## config.mk

```make
export PLATFORM = sky130hd
export DESIGN_NAME = dmu_sii_inb_rcv
export DESIGN_NICKNAME = d
export VERILOG_FILES = /design/src/rtl/dmu_sii_inb_rcv.sv
export SDC_FILE = /design/constraint.sdc
export NUM_CORES = 2
export LEC_CHECK = 0
export ABC_AREA = 1
export CORE_MARGIN = 1.5
export CORE_UTILIZATION = 35
export CTS_BUF_LIST = sky130_fd_sc_hd__clkbuf_4
export DETAILED_ROUTE_END_ITERATION = 12
export PLACE_DENSITY_LB_ADDON = 0.15
export SYNTH_ARGS = -nofsm -noshare
export SYNTH_HDL_FRONTEND = slang
export SYNTH_SLANG_ARGS = --single-unit
```

## constraint.sdc

```tcl
create_clock -name iol2clk -period 37.2 [get_ports iol2clk]
set_input_delay 3.72 -clock iol2clk [delete_from_list [all_inputs] [get_ports iol2clk]]
set_output_delay 3.72 -clock iol2clk [all_outputs]
set_load 0.02 [all_outputs]
```

## src/rtl/dmu_sii_inb_rcv.sv

```systemverilog
// SII-side receive stage for the inbound DMU->SII interface: packet assembly, DEPTH-entry packet FIFO,
// valid/ready hand-off and write-ack return. Optional parity checking under `DMU_SII_RCV_PARCHK_EN.
module dmu_sii_inb_rcv #(
    parameter int DEPTH = 4,
    parameter int PTR_W = 2
) (
    input  logic           iol2clk,
    input  logic           rst_l,
    input  logic           dmu_sii_hdr_vld,
    input  logic           dmu_sii_reqbypass,
    input  logic           dmu_sii_datareq,
    input  logic           dmu_sii_datareq16,
    input  logic [127:0]   dmu_sii_data,
    input  logic [7:0]     dmu_sii_parity,
    input  logic [15:0]    dmu_sii_be,
    output logic           sii_dmu_wrack_vld,
    output logic [3:0]     sii_dmu_wrack_tag,
    output logic           rcv_vld,
    input  logic           rcv_rdy,
    output logic [127:0]   rcv_hdr,
    output logic [511:0]   rcv_data,
    output logic [15:0]    rcv_be,
    output logic [1:0]     rcv_len,
    output logic           rcv_bypass,
    output logic           rcv_full,
    output logic           rcv_ovf_err,
    output logic           rcv_proto_err,
    output logic           rcv_par_err
);

    typedef enum logic [0:0] {ST_IDLE, ST_DATA} state_t;

    state_t       r_state;
    state_t       w_state_nxt;
    logic [1:0]   r_beat_cnt;
    logic [127:0] r_hdr;
    logic         r_bypass;
    logic [1:0]   r_len;
    logic [383:0] r_data;

    logic         w_commit;
    logic         w_proto_set;
    logic [127:0] w_cm_hdr;
    logic [511:0] w_cm_data;
    logic [15:0]  w_cm_be;
    logic [1:0]   w_cm_len;
    logic         w_cm_bypass;

    logic [127:0] r_mem_hdr    [DEPTH];
    logic [511:0] r_mem_data   [DEPTH];
    logic [15:0]  r_mem_be     [DEPTH];
    logic [1:0]   r_mem_len    [DEPTH];
    logic         r_mem_bypass [DEPTH];

    logic [PTR_W-1:0] r_wr_ptr;
    logic [PTR_W-1:0] r_rd_ptr;
    logic [PTR_W:0]   r_count;
    logic             r_ovf_err;
    logic             r_proto_err;
    logic             r_wrack_vld;
    logic [3:0]       r_wrack_tag;

    logic w_head_vld;
    logic w_full;
    logic w_pop;
    logic w_pop_wr;
    logic w_push;

    always_ff @(posedge iol2clk or negedge rst_l) begin
        if (!rst_l) begin
            r_state <= ST_IDLE;
        end else begin
            r_state <= w_state_nxt;
        end
    end

    // The final beat is never registered: it is merged straight into the committed payload.
    always_comb begin
        w_state_nxt = r_state;
        w_commit    = 1'b0;
        w_proto_set = 1'b0;
        w_cm_hdr    = r_hdr;
        w_cm_bypass = r_bypass;
        w_cm_len    = r_len;
        w_cm_be     = 16'h0000;
        w_cm_data   = '0;
        unique case (r_state)
            ST_IDLE: begin
                if (dmu_sii_hdr_vld) begin
                    w_proto_set = dmu_sii_datareq & dmu_sii_datareq16;
                    if (dmu_sii_datareq | dmu_sii_datareq16) begin
                        w_state_nxt = ST_DATA;
                    end else begin
                        w_commit    = 1'b1;
                        w_cm_hdr    = dmu_sii_data;
                        w_cm_bypass = dmu_sii_reqbypass;
                        w_cm_len    = 2'd0;
                    end
                end
            end
            ST_DATA: begin
                w_proto_set = dmu_sii_hdr_vld;
                if (r_beat_cnt == 2'd0) begin
                    w_commit    = 1'b1;
                    w_state_nxt = ST_IDLE;
                    if (r_len == 2'd1) begin
                        w_cm_data = {384'd0, dmu_sii_data};
                        w_cm_be   = dmu_sii_be;
                    end else begin
                        w_cm_data = {dmu_sii_data, r_data};
                        w_cm_be   = 16'hFFFF;
                    end
                end
            end
            default: w_state_nxt = ST_IDLE;
        endcase
    end

    always_ff @(posedge iol2clk or negedge rst_l) begin
        if (!rst_l) begin
            r_beat_cnt <= 2'd0;
        end else if (r_state == ST_IDLE && dmu_sii_hdr_vld) begin
            r_beat_cnt <= dmu_sii_datareq ? 2'd3 : 2'd0;
        end else if (r_state == ST_DATA && r_beat_cnt != 2'd0) begin
            r_beat_cnt <= r_beat_cnt - 2'd1;
        end
    end

    always_ff @(posedge iol2clk) begin
        if (r_state == ST_IDLE && dmu_sii_hdr_vld) begin
            r_hdr    <= dmu_sii_data;
            r_bypass <= dmu_sii_reqbypass;
            r_len    <= dmu_sii_datareq ? 2'd2 : (dmu_sii_datareq16 ? 2'd1 : 2'd0);
        end
        if (r_state == ST_DATA) begin
            case (r_beat_cnt)
                2'd3:    r_data[127:0]   <= dmu_sii_data;
                2'd2:    r_data[255:128] <= dmu_sii_data;
                2'd1:    r_data[383:256] <= dmu_sii_data;
                default: ;
            endcase
        end
    end

    assign w_head_vld = (r_count != '0);
    assign w_full     = (r_count == (PTR_W+1)'(DEPTH));
    assign w_pop      = w_head_vld & rcv_rdy;
    assign w_pop_wr   = w_pop & (r_mem_len[r_rd_ptr] != 2'd0);
    // At full, a same-cycle pop frees the slot the push is about to reuse.
    assign w_push     = w_commit & (~w_full | w_pop);

    always_ff @(posedge iol2clk) begin
        if (w_push) begin
            r_mem_hdr[r_wr_ptr]    <= w_cm_hdr;
            r_mem_data[r_wr_ptr]   <= w_cm_data;
            r_mem_be[r_wr_ptr]     <= w_cm_be;
            r_mem_len[r_wr_ptr]    <= w_cm_len;
            r_mem_bypass[r_wr_ptr] <= w_cm_bypass;
        end
    end

    always_ff @(posedge iol2clk or negedge rst_l) begin
        if (!rst_l) begin
            r_wr_ptr    <= '0;
            r_rd_ptr    <= '0;
            r_count     <= '0;
            r_ovf_err   <= 1'b0;
            r_proto_err <= 1'b0;
            r_wrack_vld <= 1'b0;
            r_wrack_tag <= 4'h0;
        end else begin
            if (w_push) r_wr_ptr <= r_wr_ptr + 1'b1;
            if (w_pop)  r_rd_ptr <= r_rd_ptr + 1'b1;
            if (w_push && !w_pop)      r_count <= r_count + 1'b1;
            else if (!w_push && w_pop) r_count <= r_count - 1'b1;
            if (w_commit && !w_push) r_ovf_err   <= 1'b1;
            if (w_proto_set)         r_proto_err <= 1'b1;
            r_wrack_vld <= w_pop_wr;
            r_wrack_tag <= w_pop_wr ? r_mem_hdr[r_rd_ptr][3:0] : 4'h0;
        end
    end

`ifdef DMU_SII_RCV_PARCHK_EN
    logic [7:0] w_par_calc;
    logic       w_par_chk;
    logic       r_par_err;

    for (genvar g = 0; g < 8; g++) begin : g_par
        assign w_par_calc[g] = ^dmu_sii_data[16*g +: 16];
    end

    assign w_par_chk = (r_state == ST_DATA) || dmu_sii_hdr_vld;

    always_ff @(posedge iol2clk or negedge rst_l) begin
        if (!rst_l) begin
            r_par_err <= 1'b0;
        end else if (w_par_chk && (w_par_calc != dmu_sii_parity)) begin
            r_par_err <= 1'b1;
        end
    end

    assign rcv_par_err = r_par_err;
`else
    logic w_unused_parity;
    assign w_unused_parity = ^dmu_sii_parity;
    assign rcv_par_err     = 1'b0;
`endif

    // Head outputs are gated so an empty FIFO (including during reset) presents all zeros.
    assign rcv_vld           = w_head_vld;
    assign rcv_hdr           = w_head_vld ? r_mem_hdr[r_rd_ptr]    : '0;
    assign rcv_data          = w_head_vld ? r_mem_data[r_rd_ptr]   : '0;
    assign rcv_be            = w_head_vld ? r_mem_be[r_rd_ptr]     : '0;
    assign rcv_len           = w_head_vld ? r_mem_len[r_rd_ptr]    : '0;
    assign rcv_bypass        = w_head_vld ? r_mem_bypass[r_rd_ptr] : 1'b0;
    assign rcv_full          = w_full;
    assign rcv_ovf_err       = r_ovf_err;
    assign rcv_proto_err     = r_proto_err;
    assign sii_dmu_wrack_vld = r_wrack_vld;
    assign sii_dmu_wrack_tag = r_wrack_tag;

endmodule

```

# [After elaboration in Yosys (flattened, before gate mapping)]
# Memory sizes are Yosys's and may differ from the RTL's.
# Cells that the tools add are included.
# W data, S select, Z words.
[word_totals] romBits=0 ramBits=2636 out_inout_bits=669 mem_count=5 ff_bits=532 word_cells=93 latch_bits=0
[op_classes] n_shift=0 n_bitwise=8 n_mul=0 n_eq_ne=5 magnitude_cmp=0 mux=39 add_sub_neg=5 div_mod_pow=0 reduce_logical=16
[mem_list] name="r_mem_data" words=4 word_bits=512 read_ports=1 rd_clocked_by_memory_dff=0 write_ports=1 line="50" rtl="logic [511:0] r_mem_data [DEPTH];"
[mem_list] name="r_mem_hdr" words=4 word_bits=128 read_ports=1 rd_clocked_by_memory_dff=0 write_ports=1 line="49" rtl="logic [127:0] r_mem_hdr [DEPTH];"
[mem_list] name="r_mem_be" words=4 word_bits=16 read_ports=1 rd_clocked_by_memory_dff=0 write_ports=1 line="51" rtl="logic [15:0] r_mem_be [DEPTH];"
[mem_list] name="r_mem_len" words=4 word_bits=2 read_ports=1 rd_clocked_by_memory_dff=0 write_ports=1 line="52" rtl="logic [1:0] r_mem_len [DEPTH];"
[mem_list] name="r_mem_bypass" words=4 word_bits=1 read_ports=1 rd_clocked_by_memory_dff=0 write_ports=1 line="53" rtl="logic r_mem_bypass [DEPTH];"
[op_table] op="$mux W512" n=4
[op_table] op="$mux W128" n=4
[op_table] op="$mux W16" n=4
[op_table] op="$mux W1" n=14
[op_table] op="$mux W2" n=7
[op_table] op="$reduce_bool A2 Y1" n=4
[op_table] op="$mux W3" n=2
[op_table] op="$pmux W1 S2" n=3
[op_table] op="$reduce_and A2 Y1" n=3
[op_table] op="$logic_and A1 B1 Y1" n=5
[op_table] op="$add A2 B1 Y2 const B" n=2
[op_table] op="$and A1 B1 Y1" n=4
[op_table] op="$eq A2 B1 Y1 const B" n=2
[op_table] op="$eq A2 B2 Y1 const B" n=2
[op_table] op="$mux W4" n=1
[op_table] op="$add A3 B1 Y3 const B" n=1
[op_table] op="$eq A3 B3 Y1 const B" n=1
[op_table] op="$reduce_bool A3 Y1" n=1
[op_table] op="$sub A3 B1 Y3 const B" n=1
[op_table] op="$logic_not A1 Y1" n=2
[op_table] op="$logic_not A2 Y1" n=1
[op_table] op="$not A1 Y1" n=2
[op_table] op="$or A1 B1 Y1" n=2
[op_table] op="$sub A2 B1 Y2 const B" n=1

# [Depth between registers and ports, before layout]
[logic_depth] depth_word=9 depth_mapped=12 depth_no_buf=12

# [Worst setup path before layout]
# No wires, ideal clock.
[synth_timing] path_type="input to register" from="in dmu_sii_hdr_vld" to="mem r_mem_be[0][0] (enable)" setup_ps=1702 required_ps=35498 cell_stages=6 arrival_time_ps=33583 n_path_buf=0 setup_slack_ps=1914 path_cell_list="inv_1 -> nor2_4 -> nand2_2 -> nand2_1 -> nand2_1 -> nor2_1"
[synth_via] elab_chain_len=5
[synth_rtl] element="start: declaration" line="9" rtl="input logic dmu_sii_hdr_vld,"
[synth_rtl] element="$mux W1" line="89" rtl="if (dmu_sii_hdr_vld) begin"
[synth_rtl] element="$pmux W1 S2" line="87" rtl="unique case (r_state)"
[synth_rtl] element="$and A1 B1 Y1" line="150" rtl="assign w_push = w_commit & (~w_full | w_pop);"
[synth_rtl] element="$mux W1" line="153" rtl="if (w_push) begin"
[synth_rtl] element="$mux W1 (implied by the code)" line="156" rtl="r_mem_be[r_wr_ptr] <= w_cm_be;"
[synth_rtl] element="end: declaration" line="51"
# No other way between the ends.

# [Worst setup path in the final report]
[layout_timing] from="reg r_rd_ptr[0]" to="out rcv_data[186]"
[layout_via] elab_chain_len=2
[layout_rtl] element="start: declaration" line="56" rtl="logic [PTR_W-1:0] r_rd_ptr;"
[layout_rtl] element="start signal: assignment" line="173" rtl="if (w_pop) r_rd_ptr <= r_rd_ptr + 1'b1;"
[layout_rtl] element="$mem_v2 Z4 W512"
[layout_rtl] element="$mux W512" line="212" rtl="assign rcv_data = w_head_vld ? r_mem_data[r_rd_ptr] : '0;"
[layout_rtl] element="end: declaration" line="21" rtl="output logic [511:0] rcv_data,"
# No other way between the ends.

==> impl_metrics.yaml <==
cts:
  cts_made_buffers: 840
  path_clk_slew_ns: 0.07
  post_cts_buffers: 0
  clock_latency_ns: 1.59
  cts_hold_repair.buffers: 0
  cts_tree: "built"
  htree_num_levels: 6
  cts_resized: 0
  cts_sinks: 3168
  clk_path_buf_depth: 4
  cts_root_buf: "clkbuf_4"
worst_hold_path:
  hold_class: "reg2reg"
timing:
  timing.slew.headroom: 0.134
  timing.fmax_ghz: 0.0791
  final.setup.tns_ns: 0
  fin_skew_ns: 0.101
  rsz0062_at_grt: "false"
  tightestPinTransition_ns: 1.30
  post-route-period-util: 0.340
  slew_viol_final: 0
  hold_viol_final: 0
  worst_slack_ns: 24.55
  setup_viol: 0
  fin_hold_ws_ns: 0.501
  layout_min_cycle_time_ns: 12.65
critical_path:
  arrival_ns: 8.93
  crit_chain: "buf_4, buf_4, buf_4, buf_4, buf_4, buf_4, nor2_1, nor2_1, o21ai_0, a21oi_1, clkdlybuf4s50_1"
  slowest_delay_ns: 0.97
  critPathKind: "reg2out"
  cpMaxStageDelayCell: "buf_4"
  path_max_fanout: 98
  cp-start-kind: "flip-flop"
  cp_top_family: "buffers and inverters"
  cp.required_ns: 33.48
  end_kind: "output port"
  cp_num_buf_inv: 7
  worst_path_most_repeated_cell: "buf_4"
power:
  power_density_nw_per_um2: 94.3
  cellLeakagePower_nw: 50.1
  irDropWorstVdd_v: 0.0000749
  p_comb_frac: 0.429
  pwr-share-clk: 0.218
  seqPwrFrac: 0.354
  p_int_mw: 8.15
  switching_share: 0.412
  p_sw_mw: 5.72
  total_power_mw: 13.9
flow_run:
  drv_cap: 0
synthesis:
  synth_top_area_frac: 0.761
  synth_area_leader_cell: "edfxtp_1"
  syn_area_per_cell_um2: 12.6
  synth_edf_count: 3151
  ys_seq_area_frac: 0.765
  yosys_warnings: 0
  netlist_top_cells_area: "edfxtp_1 76%, nor2_1 8.7%, o21ai_0 5.3%"
  yosysUniqueCellTypes: 30
  synthArstFlopShare: 0.00537
  synth.ff_latch_count: 3168
  postSynthNetCount: 10039
  syn_area_um2: 124000
  syn_inst: 9870
  synthFlopType: "edfxtp_1"
placement:
  pre_cts_ws_ns: 24.92
  gp_congestion: 0.770
  dpl.hpwl_mm: 218
  port_buffers: 818
  place_inst: 14891
  dpl_cell_area_um2: 136000
layout:
  register_area_um2: 95100
  design_area_um2: 147000
  final_cell_mix: "3151 x edfxtp_1, 2886 x nor2_1, 1310 x o21ai_0, 1259 x clkbuf_4, 818 x clkdlybuf4s50_1"
  syn2layout_area_growth_pct: 18.4
  multi_input_area_um2: 25300
  n_fill_cell: 33050
  fin_cells: 16364
  post-route-util: 0.417
  final_common_cell: "edfxtp_1"
  drive_above_1_share: 0.129
  nNetsFinal: 11172
global_route:
  grt_pass1_wl_mm: 550
  grt_max_degree: 266
  antenna_found_initial: 37
  grt_pass1_vias: 78804
  grt_util_all_layers: 0.208
  grt_overflow: 0
detailed_routing:
  dr.pass1.iters: 5
  wirelength_mm: 386
  drc: 0
  via_per_inst: 5.00
  vias: 81861
  ant_nets: 0
  wl_per_cell_um: 23.6
  drt-initial-drc-count: 6220
die:
  coreArea_um2: 353000
  design.die.area_um2: 359000
  die_w_um: 599
  rows: 218
  ios: 828
  start_util: 0.352
  chipHeight_um: 599
status:
  outcome: "finished, final reports clean"
cells by family after synthesis:
| kind of cell | count (synthesis) | synth area share |
|---|---|---|
| AO/OA/AOI/OAI | 2369 | 0.0954 |
| XOR/XNOR | 3 | 0.000211 |
| adder cells (fa/ha/maj) | 10 | 0.00107 |
| buffers and inverters | 844 | 0.0320 |
| flip-flops | 3168 | 0.765 |
| multiplexers | 1 | 0.0000906 |
| other | 1 | 0.0000302 |
| AND/OR/NAND/NOR | 3474 | 0.106 |
Yosys cell counts, types with 2 or more instances:
library cell,instances
a21oi_1,782
buf_1,10
buf_2,382
buf_4,62
buf_6,9
clkbuf_1,186
clkbuf_2,23
dfrtp_1,17
edfxtp_1,3151
ha_1,9
inv_1,170
nand2_1,435
nand2_2,2
nand3_1,14
nor2_1,2891
nor3_1,129
o21ai_0,1310
o21ai_1,275
xor2_1,2
flip-flops by register name, indices dropped and copies added, names as in the netlist, 3 cells and up:
name,count
r_mem_data,2048
r_mem_hdr,512
r_data,384
r_hdr,128
r_mem_be,64
r_mem_len,8
r_mem_bypass,4
sii_dmu_wrack_tag,4
r_count,3
layer usage:
metal | track usage | up-vias | part of all wire
met1 | 0.279 | 40875 | 0.43
met2 | 0.341 | 2626 | 0.48
met4 | 0.0662 | 14 | 0.028
li1 | - | 37781 | -
met3 | 0.0379 | 565 | 0.058
met5 | 0 | - | 0.00022
worst paths after layout:
check / endpoint / cells past startpoint / slack, ns / start
setup / recovery: rcv_data[186] / 11 / 24.55 / r_rd_ptr[0]$_DFFE_PN0P_
hold / removal: rcv_proto_err$_DFFE_PN0P_ / 2 / 0.50 / rcv_proto_err$_DFFE_PN0P_
setup reg to reg: r_mem_data[1][440]$_DFFE_PP_ / 11 / 28.90 / r_state$_DFF_PN0_
hold reg to reg: rcv_proto_err$_DFFE_PN0P_ / 2 / 0.50 / rcv_proto_err$_DFFE_PN0P_
max in group asynchronous: r_rd_ptr[1]$_DFFE_PN0P_ / 1 / 33.65 / rst_l
min in group asynchronous: r_beat_cnt[0]$_DFFE_PN0P_ / 1 / 2.78 / rst_l
power groups by stage:
stage | logic [mW] | registers [mW] | clock network, mW
2_1_floorplan | 3.13 | 5.52 | 0
5_1_grt | 6.35 | 4.95 | 3.29
3_5_place_dp | 6.03 | 4.98 | 0
4_1_cts | 6.06 | 4.91 | 3.12
3_3_place_gp | 6.00 | 4.96 | 0
6_report | 5.95 | 4.91 | 3.02
tightest hold or removal path, delay by kind of cell (launching register included):
| kind | cells | cell delay, ns |
|---|---|---|
| AO/OA/AOI/OAI | 2 | 0.10 |
| flip-flops | 1 | 0.35 |
cell type report:
| type | instances | area share |
|---|---|---|
| multi-input cells | 5858 | 0.172 |
| clock inverters | 197 | 0.00808 |
| inverters | 172 | 0.00481 |
| diodes | 17 | 0.000289 |
| clock buffers | 1259 | 0.0643 |
| repair buffers | 963 | 0.0640 |
| well taps | 4730 | 0.0402 |
| flip-flops and latches | 3168 | 0.646 |
Power figures use the tool's default switching activity.
